$ cat config.mk
export PLATFORM = sky130hd
export DESIGN_NAME = pickup_write_queue
export DESIGN_NICKNAME = d
export VERILOG_FILES = /design/src/rtl/pickup_write_queue.sv
export SDC_FILE = /design/constraint.sdc
export NUM_CORES = 1
export LEC_CHECK = 0
export BUFFER_PORTS_ARGS = -buffer_cell sky130_fd_sc_hd__buf_2
export CORE_MARGIN = 4
export CORE_UTILIZATION = 47
export DETAILED_ROUTE_END_ITERATION = 12
export PLACE_DENSITY = 0.72
export SLEW_MARGIN = 20
export SYNTH_ARGS = -nofsm -noshare
export SYNTH_HDL_FRONTEND = slang
export SYNTH_SLANG_ARGS = --single-unit
$ cat constraint.sdc
create_clock -name mvmt_clk -period 3.35 [get_ports mvmt_clk]
set_input_delay 0.67 -clock mvmt_clk [delete_from_list [all_inputs] [get_ports mvmt_clk]]
set_output_delay 0.67 -clock mvmt_clk [all_outputs]
set_load 0.03 [all_outputs]
$ cat src/rtl/pickup_write_queue.sv
// -----------------------------------------------------------------------------
// pickup_write_queue
//
// Purpose: queues maze-cell rewrite requests from the player movement stage
// and replays them into the shared maze BRAM write port, one write every three
// cycles at most (IDLE -> WRITE -> GAP). The write port is shared, so a request
// waits in IDLE while another writer owns it (port_busy).
//
// Ports:
//   mvmt_clk          in   movement clock, rising edge
//   reset             in   asynchronous, active-high reset
//   en                in   game-active enable (gates pushes and new issues)
//   we_player         in   write request level; a rising edge makes one push
//   bram_addr_player  in   [7:0] cell address (row*16+col)
//   bram_din_player   in   [8:0] replacement cell word
//   port_busy         in   another writer owns the BRAM write port
//   bram_we           out  registered write strobe, one cycle per commit
//   bram_addr         out  [7:0] registered write address, held between writes
//   bram_din          out  [8:0] registered write data, held between writes
//   fifo_count        out  [3:0] entries queued, 0..DEPTH
//   overflow          out  sticky: a push was dropped on a full queue
//   pickups_total     out  [7:0] committed writes, saturating at 255
//
// Parameter: DEPTH - queue entries, power of two in 2..8.
//
// Build option: define PICKUP_DEDUP_EN to drop a push whose address matches
// the last accepted push address (no overflow, no count change).
// -----------------------------------------------------------------------------
module pickup_write_queue #(
  parameter int DEPTH = 4
) (
  input  logic       mvmt_clk,
  input  logic       reset,
  input  logic       en,
  input  logic       we_player,
  input  logic [7:0] bram_addr_player,
  input  logic [8:0] bram_din_player,
  input  logic       port_busy,
  output logic       bram_we,
  output logic [7:0] bram_addr,
  output logic [8:0] bram_din,
  output logic [3:0] fifo_count,
  output logic       overflow,
  output logic [7:0] pickups_total
);

  localparam int         PTR_W    = $clog2(DEPTH);
  localparam logic [3:0] FULL_CNT = 4'(DEPTH);

  typedef enum logic [1:0] {
    IDLE  = 2'd0,
    WRITE = 2'd1,
    GAP   = 2'd2
  } state_t;

  state_t             state;
  state_t             state_next;
  logic               we_prev;
  logic [PTR_W-1:0]   wr_ptr;
  logic [PTR_W-1:0]   rd_ptr;
  logic [16:0]        mem [DEPTH];

  logic               push_req;
  logic               full;
  logic               pop;
  logic               dup;
  logic               push_ok;
  logic               drop;

  // One push per rising edge of the request level, only while the game runs.
  assign push_req = en & we_player & ~we_prev;
  assign full     = (fifo_count == FULL_CNT);

  // A full queue still accepts a push when the head leaves on the same edge.
  assign push_ok  = push_req & ~dup & (~full | pop);
  assign drop     = push_req & ~dup & full & ~pop;

`ifdef PICKUP_DEDUP_EN
  logic [7:0] last_addr;
  logic       last_valid;

  assign dup = last_valid & (bram_addr_player == last_addr);

  always_ff @(posedge mvmt_clk or posedge reset) begin
    if (reset) begin
      last_addr  <= 8'd0;
      last_valid <= 1'b0;
    end else if (push_ok) begin
      last_addr  <= bram_addr_player;
      last_valid <= 1'b1;
    end
  end
`else
  assign dup = 1'b0;
`endif

  // NOTE: sequential state uses non-blocking assignments so every flop samples
  // pre-edge values regardless of process ordering.
  always_ff @(posedge mvmt_clk or posedge reset) begin
    if (reset) begin
      state <= IDLE;
    end else begin
      state <= state_next;
    end
  end

  // NOTE: every output of this block gets a default first, so no path leaves
  // a signal unassigned and no latch is inferred.
  always_comb begin
    state_next = state;
    pop        = 1'b0;
    case (state)
      IDLE: begin
        // port_busy only matters here; WRITE and GAP always run to completion.
        if (en && (fifo_count != 4'd0) && !port_busy) begin
          state_next = WRITE;
          pop        = 1'b1;
        end
      end
      WRITE:   state_next = GAP;
      GAP:     state_next = IDLE;
      default: state_next = IDLE;
    endcase
  end

  // Edge-detect register follows we_player even while en=0, so a level held
  // across an enable change does not produce a late push.
  always_ff @(posedge mvmt_clk or posedge reset) begin
    if (reset) begin
      we_prev <= 1'b0;
    end else begin
      we_prev <= we_player;
    end
  end

  always_ff @(posedge mvmt_clk or posedge reset) begin
    if (reset) begin
      wr_ptr     <= '0;
      rd_ptr     <= '0;
      fifo_count <= 4'd0;
      overflow   <= 1'b0;
    end else begin
      if (push_ok) wr_ptr <= wr_ptr + 1'b1;
      if (pop)     rd_ptr <= rd_ptr + 1'b1;
      case ({push_ok, pop})
        2'b10:   fifo_count <= fifo_count + 4'd1;
        2'b01:   fifo_count <= fifo_count - 4'd1;
        default: fifo_count <= fifo_count;
      endcase
      if (drop) overflow <= 1'b1;
    end
  end

  // NOTE: storage has no reset; clearing the pointers and count on reset
  // already discards every entry, and a resettable array costs a mux per bit.
  always_ff @(posedge mvmt_clk) begin
    if (push_ok) mem[wr_ptr] <= {bram_addr_player, bram_din_player};
  end

  always_ff @(posedge mvmt_clk or posedge reset) begin
    if (reset) begin
      bram_we       <= 1'b0;
      bram_addr     <= 8'd0;
      bram_din      <= 9'd0;
      pickups_total <= 8'd0;
    end else begin
      bram_we <= (state_next == WRITE);
      // Address/data only change on issue, so they hold between strobes.
      if (pop) {bram_addr, bram_din} <= mem[rd_ptr];
      if ((state == WRITE) && (pickups_total != 8'hFF)) begin
        pickups_total <= pickups_total + 8'd1;
      end
    end
  end

endmodule

# ---- Word level (Yosys, flattened, before mapping)
# Memory sizes are Yosys's and may differ from the RTL's. A register that Yosys moved wholly into a read port is not among the register bits.
# Cells that the tools add are included.
dict set report word_totals {
  reg_bits 21
  ramBits 68
  input_bits 22
  output_inout_bits 31
  wordCells 43
  mem_count 1
}
dict set report op_classes {
  addsub 5
  n_eq_ne 6
  n_mux 7
  bitwise 9
  n_reduce_logical 7
}
# name depth width read_ports rd_ports_with_merged_regs wr line_no
set mem_list {}
lappend mem_list {mem 4 17 1 1 1 61} ;# logic [16:0] mem [DEPTH];
# operator n
set op_table {}
lappend op_table {{8-bit by 1-bit adder with 8-bit output (second input constant)} 1}
lappend op_table {{8-bit != test (second input constant)} 1}
lappend op_table {{4-bit case mux with 2 select lines} 1}
lappend op_table {{2-bit by 1-bit == test with 1-bit output (second input constant)} 3}
lappend op_table {{1-bit bitwise AND} 5}
lappend op_table {{2-bit by 1-bit adder with 2-bit output (second input constant)} 2}
lappend op_table {{4-bit by 1-bit adder with 4-bit output (second input constant)} 1}
lappend op_table {{4-bit by 3-bit == test with 1-bit output (second input constant)} 1}
lappend op_table {{1-bit two-way mux} 4}
lappend op_table {{2-bit case mux with 2 select lines} 1}
lappend op_table {{4-bit nonzero test} 1}
lappend op_table {{4-bit by 1-bit subtractor with 4-bit output (second input constant)} 1}
lappend op_table {{1-bit logical AND} 3}
lappend op_table {{1-bit inverter} 3}
lappend op_table {{2-bit == test (second input constant)} 1}
lappend op_table {{2-bit logical NOT} 1}
lappend op_table {{2-bit two-way mux} 1}
lappend op_table {{2-bit nonzero test} 1}
lappend op_table {{1-bit logical NOT} 1}
lappend op_table {{1-bit OR} 1}

# ---- Longest topological paths before layout
dict set report logic_depth {
  word_depth 9
  mapped_depth 8
  mapped_depth_nobuf 7
}

# ---- Worst setup path before layout
# Ideal clock, no wire load.
dict set report synth_timing {
  kind {input port to flip-flop}
  start {input port port_busy}
  end {memory mem[0][0], enable pin}
  setup_time_ps 375
  t_arrival_ps 2240
  t_required_ps 2975
  setup_slack_ps 735
  stages 4
  n_path_buf 1
  cell_sequence {or4b_4 buf_6 a31oi_1 and2_1}
}
dict set report synth_via {
  elab_chain_len 8
}
# item line_no
set synth_rtl {}
lappend synth_rtl {{start, declared} 38} ;# input logic port_busy,
lappend synth_rtl {{1-bit logical NOT} 115} ;# if (en && (fifo_count != 4'd0) && !port_busy) begin
lappend synth_rtl {{1-bit logical AND} 115}
lappend synth_rtl {{1-bit two-way mux} 115}
lappend synth_rtl {{1-bit two-way mux} 112} ;# case (state)
lappend synth_rtl {{1-bit OR} 75} ;# assign push_ok = push_req & ~dup & (~full | pop);
lappend synth_rtl {{1-bit bitwise AND} 75}
lappend synth_rtl {{1-bit two-way mux} 157} ;# if (push_ok) mem[wr_ptr] <= {bram_addr_player, bram_din_player};
lappend synth_rtl {{1-bit two-way mux (implied by the code)} 157}
lappend synth_rtl {{end, declared} 61}
# Every way passes these cells.

# ---- Final worst setup path
dict set report layout_timing {
  start {register fifo_count[2]}
  end {register fifo_count[2]}
}
dict set report layout_via {
  elab_chain_len 9
  elab_cells_between_ends 15
  classes_between {add/sub (2); eq/ne (3); mux (3); bitwise (3); reduce/logical (4)}
}
# item line_no
set layout_rtl {}
lappend layout_rtl {{start, declared} 42} ;# output logic [3:0] fifo_count,
lappend layout_rtl {{start signal, assigned} 146} ;# 2'b10: fifo_count <= fifo_count + 4'd1;
lappend layout_rtl {{start signal, assigned} 147} ;# 2'b01: fifo_count <= fifo_count - 4'd1;
lappend layout_rtl {{start signal, assigned} 148} ;# default: fifo_count <= fifo_count;
lappend layout_rtl {{4-bit nonzero test} 115}
lappend layout_rtl {{1-bit logical AND (2 in a row)} 115}
lappend layout_rtl {{1-bit two-way mux} 115}
lappend layout_rtl {{1-bit two-way mux} 112}
lappend layout_rtl {{1-bit OR} 75}
lappend layout_rtl {{1-bit bitwise AND} 75}
lappend layout_rtl {{2-bit by 1-bit == test with 1-bit output or 2-bit == test (tied branches)} 145} ;# case ({push_ok, pop})
lappend layout_rtl {{4-bit case mux with 2 select lines or 2-bit nonzero test (tied branches)} -}
# Several ways; a longest one is shown, not always the timed one.
# A chain may end at the register's enable or synchronous reset.

==> flow_summary.json <==
{
  "status": "finished clean",
  "routabilityCongestion": 0.782,
  "place.port_buffers": 52,
  "leakagePower_nw": 1.83,
  "grt_max_degree": 21,
  "number_of_diodes_added_for_antenna_fixing": 0,
  "seq_area_frac_synth_pct": 72.3,
  "globalRoute.totalOverflow": 0,
  "timing_hold_violations_final": 0,
  "antenna_found_initial": 0,
  "layout-area-overhead-vs-synth_pct": 14.7,
  "library_cell_with_the_highest_instance_count_after_synthesis": "sky130_fd_sc_hd__edfxtp_1",
  "cts_tree": "done",
  "hold_buffers": 0,
  "dpl_worst_slack_ps": 613,
  "power.ir.vdd_worst_uv": 337,
  "postCtsResizedCells": 0,
  "ys_top_cells_by_area": "sky130_fd_sc_hd__edfxtp_1 49%, sky130_fd_sc_hd__dfrtp_1 23%, sky130_fd_sc_hd__mux4_2 9.2%",
  "post_drt_via_cell_ratio": 5.49,
  "area_fraction_of_the_dominant_cell_type_after_synthesis_pct": 49.3,
  "finalCriticalPeriod_ps": 2470,
  "setup_viol": 0,
  "critPathArrivalTime_ps": 2740,
  "finClkSkew_ps": 9.10,
  "worstSkewPairLatency_ps": 360,
  "critical_path.max_fanout": 9,
  "synth.ff_latch_count": 106,
  "antenna_violating_nets_post_route": 0,
  "cts_num_sinks": 106,
  "relative_slew_slack_pct": 44.5,
  "setup-tns-final_ps": 0,
  "timing.critical_path.required_ps": 3620,
  "dpl.hpwl_um": 4790,
  "core-area_um2": 8380,
  "cts_root_buffer": "sky130_fd_sc_hd__clkbuf_8",
  "finalWorstSetupSlack_ps": 880,
  "drt_first_iter_violations": 94,
  "cts.path.max_buffers": 2,
  "groute.usage.overall_pct": 15.3,
  "synth.yosys.warnings": 0,
  "numCtsBuffers": 9,
  "crit_type": "reg -> reg",
  "fmax_mhz": 405,
  "die-height_um": 102,
  "synth_ff_type": "sky130_fd_sc_hd__edfxtp_1",
  "synth-edff-count": 68,
  "synthesis.nets": 253,
  "synthTopCellsByCount": "68 x sky130_fd_sc_hd__edfxtp_1, 38 x sky130_fd_sc_hd__dfrtp_1, 18 x sky130_fd_sc_hd__mux2_2",
  "synthesized_netlist_cell_count": 225,
  "setup.worst_path.end_class": "flop",
  "die_width_um": 102,
  "worst_setup_hold_path_clk_slew_ps": 100,
  "placement.cell_area_um2": 4560,
  "num_io_pins": 53,
  "hold_path.class": "in -> async",
  "worst_margin_pin_slew_ps": 832,
  "grt_pass1_vias": 2276,
  "timing.critical_path.from_type": "flop",
  "cts.repair_timing.setup_buffer_count": 0,
  "route.vias.total": 2174,
  "postSynth.asyncResetShare_pct": 35.8,
  "synthDominantAreaCellType": "sky130_fd_sc_hd__edfxtp_1",
  "fp_rows": 33,
  "post_synth_instance_area_um2": 4140,
  "max_capacitance_violation_count": 0,
  "grt_first_pass_wirelength_um": 11800,
  "wl_per_cell_um": 18.3,
  "rsz0062_at_grt": "no",
  "routed_wirelength_um": 7240,
  "pwr_density_cell_nw_per_um2": 810,
  "finalInstanceArea_um2": 4750,
  "start_util_pct": 49.4,
  "post_synthesis_cell_type_count": 37,
  "post_synth.cell_area_avg_um2": 18.4,
  "cts-htree-levels": 3,
  "detail_route.drc_violations": 0,
  "dieArea_um2": 10400,
  "maxSlewViolCount": 0,
  "finalCritPeriodShare_pct": 73.7,
  "first_pass_iters": 4,
  "final_layout_size_suffix_gt1_share_pct": 38.5,
  "finalNetCount": 314
}
==> sequential cells by signal (all words and copies together) (netlist names) <==
register	flops
mem	68
bram_addr	8
we_prev	1
fifo_count	4
overflow	1
bram_din	9
pickups_total	8
rd_ptr	2
wr_ptr	2
bram_we	1
state	2
==> worst paths after layout <==
kind                                 endpoint  cells past startpoint  slack [ps]           from
worst max-delay path            fifo_count[2]                      6         880  fifo_count[2]
worst min-delay path            fifo_count[3]                      2         330          reset
worst max register to register  fifo_count[2]                      6         880  fifo_count[2]
worst min register to register       state[1]                      1         480       state[1]
max in group asynchronous         bram_din[8]                      3        2340          reset
min in group mvmt_clk                 we_prev                      1         440      we_player
==> layout by cell type (no fill, tap or decap), types with 2 or more instances in the layout <==
cell and instances:
sky130_fd_sc_hd__mux4_2 17, sky130_fd_sc_hd__nand3_1 5, sky130_fd_sc_hd__a21oi_1 3, sky130_fd_sc_hd__edfxtp_1 68, sky130_fd_sc_hd__buf_2 52, sky130_fd_sc_hd__a31oi_1 3, sky130_fd_sc_hd__inv_1 3, sky130_fd_sc_hd__nor2b_1 2
sky130_fd_sc_hd__and2_1 5, sky130_fd_sc_hd__nor3_1 2, sky130_fd_sc_hd__dfrtp_1 38, sky130_fd_sc_hd__clkinvlp_4 3, sky130_fd_sc_hd__mux2i_1 3, sky130_fd_sc_hd__xnor2_1 7, sky130_fd_sc_hd__mux2_2 18, sky130_fd_sc_hd__o21ai_0 2
sky130_fd_sc_hd__nor2_1 3, sky130_fd_sc_hd__xor2_1 2, sky130_fd_sc_hd__ha_1 6, sky130_fd_sc_hd__and3_1 2, sky130_fd_sc_hd__buf_4 7, sky130_fd_sc_hd__nand4_1 3, sky130_fd_sc_hd__clkbuf_8 9, sky130_fd_sc_hd__nand2_1 7
==> layout make-up <==
cell class / count / area [um^2]
clock buffer: 10 / 128
clock inverter: 6 / 66.3
fill: 653 / 3630
inverter: 4 / 15.0
multi-input combinational: 105 / 1090
sequential: 106 / 2990
tap: 105 / 131
timing repair buffer: 60 / 333
==> metrics by stage <==
step / util [%] / cells / total power (W) / hold WS, ps
finish: 56.7 / 396 / 0.00385 / 327
global route: 56.7 / 396 / 0.00408 / 362
CTS: 56.7 / 396 / 0.00390 / 347
detailed placement: 54.4 / 380 / 0.00313 / 464
global placement: 54.4 / 380 / 0.00310 / 452
floorplan: - / 225 / 0.00276 / 431
==> worst max-delay path, stage by stage (launching register included) <==
cell                       delay, ps
sky130_fd_sc_hd__dfrtp_1         480
sky130_fd_sc_hd__nor4_1          690
sky130_fd_sc_hd__nor3_1          160
sky130_fd_sc_hd__xor2_1          180
sky130_fd_sc_hd__ha_1            260
sky130_fd_sc_hd__o41a_1          420
sky130_fd_sc_hd__o221ai_1        190
==> cells by family (layout without fill, tap and decap cells) <==
family / count (synthesis) / after routing / share of synthesized area [%]
fa+ha+maj: 6 / 6 / 1.81
xor+xnor: 9 / 9 / 1.90
flops: 106 / 106 / 72.3
mux: 38 / 38 / 14.9
compound gates: 13 / 13 / 2.18
buf+inv: 14 / 80 / 1.57
simple gates: 39 / 39 / 5.41
==> where the power goes <==
group	switching (W)	total, W	internal (W)	leakage, nW
registers	0.000194	0.00182	0.00163	1.08
logic	0.000716	0.00126	0.000543	0.659
clock network	0.000418	0.000765	0.000347	0.0889
total	0.00133	0.00385	0.00252	1.83
==> per-layer routing <==
layer	GRT usage [%]	part of all wire, %	wire length, um	vias to the layer above
met1	20.8	44	3220	1119
li1	-	-	-	994
met2	24.3	50	3590	48
met5	0	0	0	-
met4	6.05	1.8	129	0
met3	3.75	4.1	298	13
No activity file was read; power rests on OpenSTA's default activity.
